**src/rtl/imem_loader.sv**
```systemverilog
// Instruction-memory front end for the mips core: clears a 256x9 RAM, loads a program
// over a valid/ready stream, then releases the core and serves inst = mem[pc].
module imem_loader #(
  parameter int DEPTH = 256,
  parameter int IW    = 9
) (
  input  logic          clk,
  input  logic          rst,
  input  logic          load_start,
  input  logic          load_valid,
  input  logic [IW-1:0] load_data,
  input  logic          load_last,
  output logic          load_ready,
  input  logic [7:0]    pc,
  output logic [IW-1:0] inst,
  output logic          core_rst,
  output logic          load_done,
  output logic          load_err,
  output logic [8:0]    load_count
);

  localparam logic [1:0] S_IDLE  = 2'd0;
  localparam logic [1:0] S_CLEAR = 2'd1;
  localparam logic [1:0] S_LOAD  = 2'd2;
  localparam logic [1:0] S_RUN   = 2'd3;

  logic [1:0]    state_q, state_d;
  logic [7:0]    ptr_q, ptr_d;
  logic [8:0]    count_q, count_d;
  logic          err_q, err_d;
  logic          mem_we;
  logic [IW-1:0] mem_wdata;
  logic [IW-1:0] mem_q [DEPTH];

  always_comb begin
    state_d   = state_q;
    ptr_d     = ptr_q;
    count_d   = count_q;
    err_d     = err_q;
    mem_we    = 1'b0;
    mem_wdata = '0;
    case (state_q)
      S_IDLE, S_RUN: begin
        if (load_start) begin
          state_d = S_CLEAR;
          ptr_d   = 8'd0;
          count_d = 9'd0;
          err_d   = 1'b0;
        end
      end
      S_CLEAR: begin
        mem_we = 1'b1;
        ptr_d  = ptr_q + 8'd1;
        if (ptr_q == 8'hFF) state_d = S_LOAD;
      end
      S_LOAD: begin
        // ready is 1 for the whole LOAD state, so valid alone means accept
        if (load_valid) begin
          mem_we    = 1'b1;
          mem_wdata = load_data;
          ptr_d     = ptr_q + 8'd1;
          count_d   = count_q + 9'd1;
          if (load_last || ptr_q == 8'hFF) begin
            state_d = S_RUN;
            err_d   = !load_last;
          end
        end
      end
      default: state_d = S_IDLE;
    endcase
  end

  always_ff @(posedge clk or negedge rst) begin
    if (!rst) begin
      state_q <= S_IDLE;
      ptr_q   <= 8'd0;
      count_q <= 9'd0;
      err_q   <= 1'b0;
    end else begin
      state_q <= state_d;
      ptr_q   <= ptr_d;
      count_q <= count_d;
      err_q   <= err_d;
    end
  end

  // RAM has no reset; CLEAR guarantees unwritten words read as zero
  always_ff @(posedge clk) begin
    if (mem_we) mem_q[ptr_q] <= mem_wdata;
  end

  assign load_ready = (state_q == S_LOAD);
  assign core_rst   = (state_q != S_RUN);
  assign load_done  = (state_q == S_RUN);
  assign load_err   = err_q;
  assign load_count = count_q;
  assign inst       = (state_q == S_RUN) ? mem_q[pc] : '0;

endmodule
```
**config.mk**
```make
export PLATFORM = sky130hd
export DESIGN_NAME = imem_loader
export DESIGN_NICKNAME = d
export VERILOG_FILES = /design/src/rtl/imem_loader.sv
export SDC_FILE = /design/constraint.sdc
export NUM_CORES = 2
export LEC_CHECK = 0
export ABC_AREA = 0
export BUFFER_PORTS_ARGS = -buffer_cell sky130_fd_sc_hd__buf_2
export CAP_MARGIN = 30
export CORE_ASPECT_RATIO = 0.7
export CORE_UTILIZATION = 45
export DETAILED_ROUTE_END_ITERATION = 6
export PLACE_DENSITY = 0.57
export SLEW_MARGIN = 20
export SYNTH_ARGS = -nofsm -noshare
export SYNTH_HDL_FRONTEND = slang
export SYNTH_SLANG_ARGS = --single-unit
```
**constraint.sdc**
```tcl
create_clock -name clk -period 14.8 [get_ports clk]
set_input_delay 0 -clock clk [delete_from_list [all_inputs] [get_ports clk]]
set_output_delay 0 -clock clk [all_outputs]
set_load 0.01 [all_outputs]
```
Word-level counts from Yosys, hierarchy flattened

Memories as Yosys holds them, arrays and structs flattened.
Cells that the tools add are included.

Equality and inequality tests: 9
Reductions and logical operators: 9
Add/sub/neg operators: 2
Multiplexer cells: 22

Operator list:

| operator                                                                 | count |
|---|---|
| 9-bit 2-to-1 mux                                                         | 5 |
| 8-bit one-hot mux with 3 select lines                                    | 1 |
| 9-bit one-hot mux with 2 select lines                                    | 1 |
| 8-bit 2-to-1 mux                                                         | 2 |
| 9-bit by 1-bit adder with 9-bit output (second input constant)           | 1 |
| 8-bit by 1-bit adder with 8-bit output (second input constant)           | 1 |
| 8-bit == test (second input constant)                                    | 1 |
| 2-bit 2-to-1 mux                                                         | 4 |
| 2-bit inequality test (second input constant)                            | 4 |
| 4-bit AND reduction                                                      | 2 |
| 1-bit 2-to-1 mux                                                         | 6 |
| 2-bit one-hot mux with 3 select lines                                    | 1 |
| 2-bit == test (second input constant)                                    | 2 |
| 1-bit one-hot mux with 2 select lines                                    | 2 |
| 3-bit AND reduction                                                      | 1 |
| 2-bit by 1-bit == test with 1-bit output (second input constant)         | 1 |
| 2-bit zero test                                                          | 1 |
| 2-bit by 1-bit inequality test with 1-bit output (second input constant) | 1 |
| 2-bit AND reduction                                                      | 1 |
| 2-bit nonzero test                                                       | 1 |
| 2-bit OR reduction                                                       | 1 |
| 1-bit zero test                                                          | 1 |
| 1-bit logical OR                                                         | 1 |

Memory bits (writable): 2304
Memories: 1
Logic and storage cells: 47
Flip-flop bits (word level): 20

Memories:

| memory | words | width | rd ports | clocked after Yosys merged registers in | wr ports | RTL line | text |
|---|---|---|---|---|---|---|---|
| mem_q  | 256   | 9     | 1        | 0                                       | 1        | 33       | `logic [IW-1:0] mem_q [DEPTH];` |

Depth between registers and ports, before layout

Depth after elaboration: 5
Gate-level depth with buffers: 12
Gate-level depth less buffers: 8

Worst setup path before layout

OpenSTA, ideal clock, no wires.

Path kind: reg2reg
From: register state_q[0]
To: memory mem_q[0][0], data pin
Cell stages (with the launch flop): 5
Clock period less this slack: 5.182 ns
Data required time: 13.927 ns
Data arrival time: 4.309 ns
Setup slack: 9.618 ns
Path buffers: 1
Cells stage by stage: dfrtp_1 > inv_1 > ha_1 > clkbuf_1 > and3_1

Longest elaborated chain between the ends: 2

RTL lines:

| item                   | RTL line | text |
|---|---|---|
| start, declared        | 27       | `logic [1:0] state_q, state_d;` |
| start signal, assigned | 80       | `state_q <= state_d;` |
| 2-bit == test          | n/a      |  |
| named net load_ready   | 13       | `output logic load_ready,` |
| 9-bit 2-to-1 mux       | 42       | `case (state_q)` |
| named net mem_wdata[0] | 32       | `logic [IW-1:0] mem_wdata;` |
| end, declared          | 33       |  |

The timed path passes the listed nets, and every way through them passes these cells.

Worst setup path after layout

From: input pc[0]
To: output inst[6]

Longest elaborated chain between the ends: 2

RTL lines:

| item               | RTL line | text |
|---|---|---|
| start, declared    | 14       | `input logic [7:0] pc,` |
| memory 256 x 9 bit | n/a      |  |
| 9-bit 2-to-1 mux   | 97       | `assign inst = (state_q == S_RUN) ? mem_q[pc] : '0;` |
| end, declared      | 15       | `output logic [IW-1:0] inst,` |

No other way between the ends.

==> flow_summary.toml <==
[sta]
period_needed_ps = 5323
layout_worst_path_cycle_share_pct = 35.97
finalHoldViolCount = 0
tns_ps = 0
timing.final.ws_setup_ps = 9477
timing.hold.ws_ps = 179.2
max_slew_margin_pct = 25.27
fmax_ghz = 0.1879
rsz0062_at_grt = "no"
setup_viol = 0
worst_slew_pin_slew_ps = 1121
skew_ps = 52.26
slew_viol_final = 0

[critical_path]
reg2reg_from = "state_q[0]"
crit_required_ps = 14800
critical_path_arrival_ps = 5320
cp-start-kind = "primary input"
cp-end-kind = "primary output"
r2r_cells = 6
regToRegSetupSlack_ps = 10630
reg2reg_to = "mem_q[101][5]"
path_max_fanout = 80
worst-setup-path-type = "primary input to primary output"

[placed_design]
dp_cells = 7194
numPortBuffers = 43
dp.final_hpwl_um = 165400
gp_congestion = 0.8891
place_area_um2 = 95350
dp_slack_ps = 9448

[synth]
synthArstFlopShare_pct = 0.8606
yosys_warnings = 0
synth_edf_count = 2304
synth_area_per_cell_um2 = 20.39
ys.flop_type = "edfxtp_1"
ys_ff_latch = 2324
synth_top_area_cell = "edfxtp_1"
synth_cell_type_count = 82
syn_area_um2 = 91950
syn_nets = 4540
synth_top_area_share_pct = 75.25
syn_inst = 4509
synthTopCellsByArea = "edfxtp_1, mux4_2, mux4_1, mux2i_1, nor2_1"
synth_seq_area_share_pct = 75.79

[drt]
avgViaCountPerCell = 6.237
routedWlPerCell_um = 34.50
highest_layer = "met4"
drc = 0
via_count = 47950
dr.first_iter.drc_count = 6770
wl_met3_um = 30060
met1Wirelength_um = 115400
dr.pass1.iters = 6
totalWireLength_um = 265200
dr_wl_met2_um = 112600
antenna_left = 0

[min_path]
holdPathEnd = "load_count[3]"
hold_path_startpoint = "load_start"
worstHoldPathType = "primary input to register"
hold_depth = 4

[cells_and_area]
fin_cells = 7688
multi_input_area_um2 = 20330
layout_common_cells = "edfxtp_1, mux4_2, nor2_1, buf_4, clkbuf_16"
drive_above_1_share_pct = 23.11
layout.nets = 4814
layout.area.seq_um2 = 69690
layout_commonest_cell = "edfxtp_1"
fill_cells = 16130
syn_to_final_growth_pct = 12.22
post-route-cell-area_um2 = 103200

[clocking]
cts_tree = "done"
cts_resized = 0
ctsRootBufferMaster = "clkbuf_16"
clockBufferDepth = 4
cts.clk_slew.worst_paths_ps = 60
htree_levels = 4
cts.sinks = 2324
numCtsBuffers = 224
clk_latency_ps = 870

[floorplan]
core_um2 = 202500
start_util_pct = 45.40
pin_count = 44
die_y_um = 380.2
rows = 138
die_area_um2 = 206200
die_w_um = 542.3

[global_routing]
grt_pass1_vias = 45560
grt_pass1_wl_um = 368900
grt_max_degree = 189
grt-ovfl-total = 0
track_usage_pct = 25.62
antenna_found_initial = 10

[job]
maxCapViolCount = 0

[power]
vdd_drop_max_v = 0.0001161
power_density_nw_per_um2 = 138.3
p_leak_nw = 33.05

[status]
outcome = "completed"
[flip-flops by register name, indices dropped and copies added (netlist names)]
name and count:
state_q 2, load_count 9, load_err 1, ptr_q 8, mem_q 2304
[kinds of logic after synthesis]
logic type | synth area share (%)
AO/OA/AOI/OAI | 3.305
multiplexers | 14.87
flip-flops | 75.79
XOR/XNOR | 0.05715
AND/OR/NAND/NOR | 3.583
adder cells (fa/ha/maj) | 0.1225
buffers and inverters | 2.275
[repair_timing]
item,CTS,global route
hold endpoints to repair,457,20
hold buffers,18,1
setup buffers,0,0
setup endpoints to repair,0,0
[routing by layer]
layer / global-route usage (%) / vias to the layer above
met4: 6.497 / 0
met3: 7.087 / 376
met1: 39.57 / 25620
li1: - / 19350
met2: 35.72 / 2607
met5: 0 / -
[worst max-delay path by stage]
| stage | from | slack, ps | to |
|---|---|---|---|
| 3_5_place_dp | pc[0] | 9450 | inst[2] |
| 5_1_grt | pc[0] | 9200 | inst[6] |
| 3_3_place_gp | pc[0] | 9360 | inst[6] |
| 6_report | pc[0] | 9480 | inst[6] |
| 2_1_floorplan | state_q[0] | 9620 | mem_q[0][0] |
| 4_1_cts | pc[0] | 9420 | inst[0] |
[cells in the mapped netlist, drive strengths merged, types with 8 or more instances]
cell	n
dfrtp	20
mux2i	190
mux2	89
nand3	45
a22oi	61
o22ai	55
and2	11
nor2	345
ha	9
edfxtp	2304
and3	25
a221oi	38
clkbuf	107
o211ai	10
nor2b	16
nor3	72
a22o	8
mux4	464
inv	11
a2111oi	23
nor4	12
buf	168
nand2b	20
o21ai	59
o221ai	56
a21oi	70
nand2	98
or3	10
nand4	17
[stage by stage]
step,util (%),total power [mW]
after floorplan,-,8.224
after global placement,46.70,8.733
after detailed placement,47.08,8.761
after CTS,50.61,14.31
after global routing,50.94,14.60
final,50.95,14.27
[power by group]
| group | internal (mW) | total [mW] | switching, mW |
|---|---|---|---|
| combinational | 0.310 | 1.23 | 0.919 |
| clock | 3.14 | 5.62 | 2.48 |
| sequential | 7.39 | 7.42 | 0.0275 |
| total | 10.8 | 14.3 | 3.42 |
[worst max-delay path: stages]
cell,delay [ps]
buf_8,450
buf_4,700
buf_12,550
buf_4,780
mux2i_1,170
o221ai_1,480
a21oi_1,150
nor4_1,880
nand4_1,290
o22ai_1,420
buf_2,220
[layout make-up]
cell class,count,share of cell area [%]
timing repair buffer,324,2.620
clock inverter,131,1.125
antenna,4,0.009701
inverter,12,0.04850
multi-input combinational,1897,19.70
sequential,2324,67.54
clock buffer,266,5.645
tap,2730,3.310
Power figures use the tool's default switching activity.
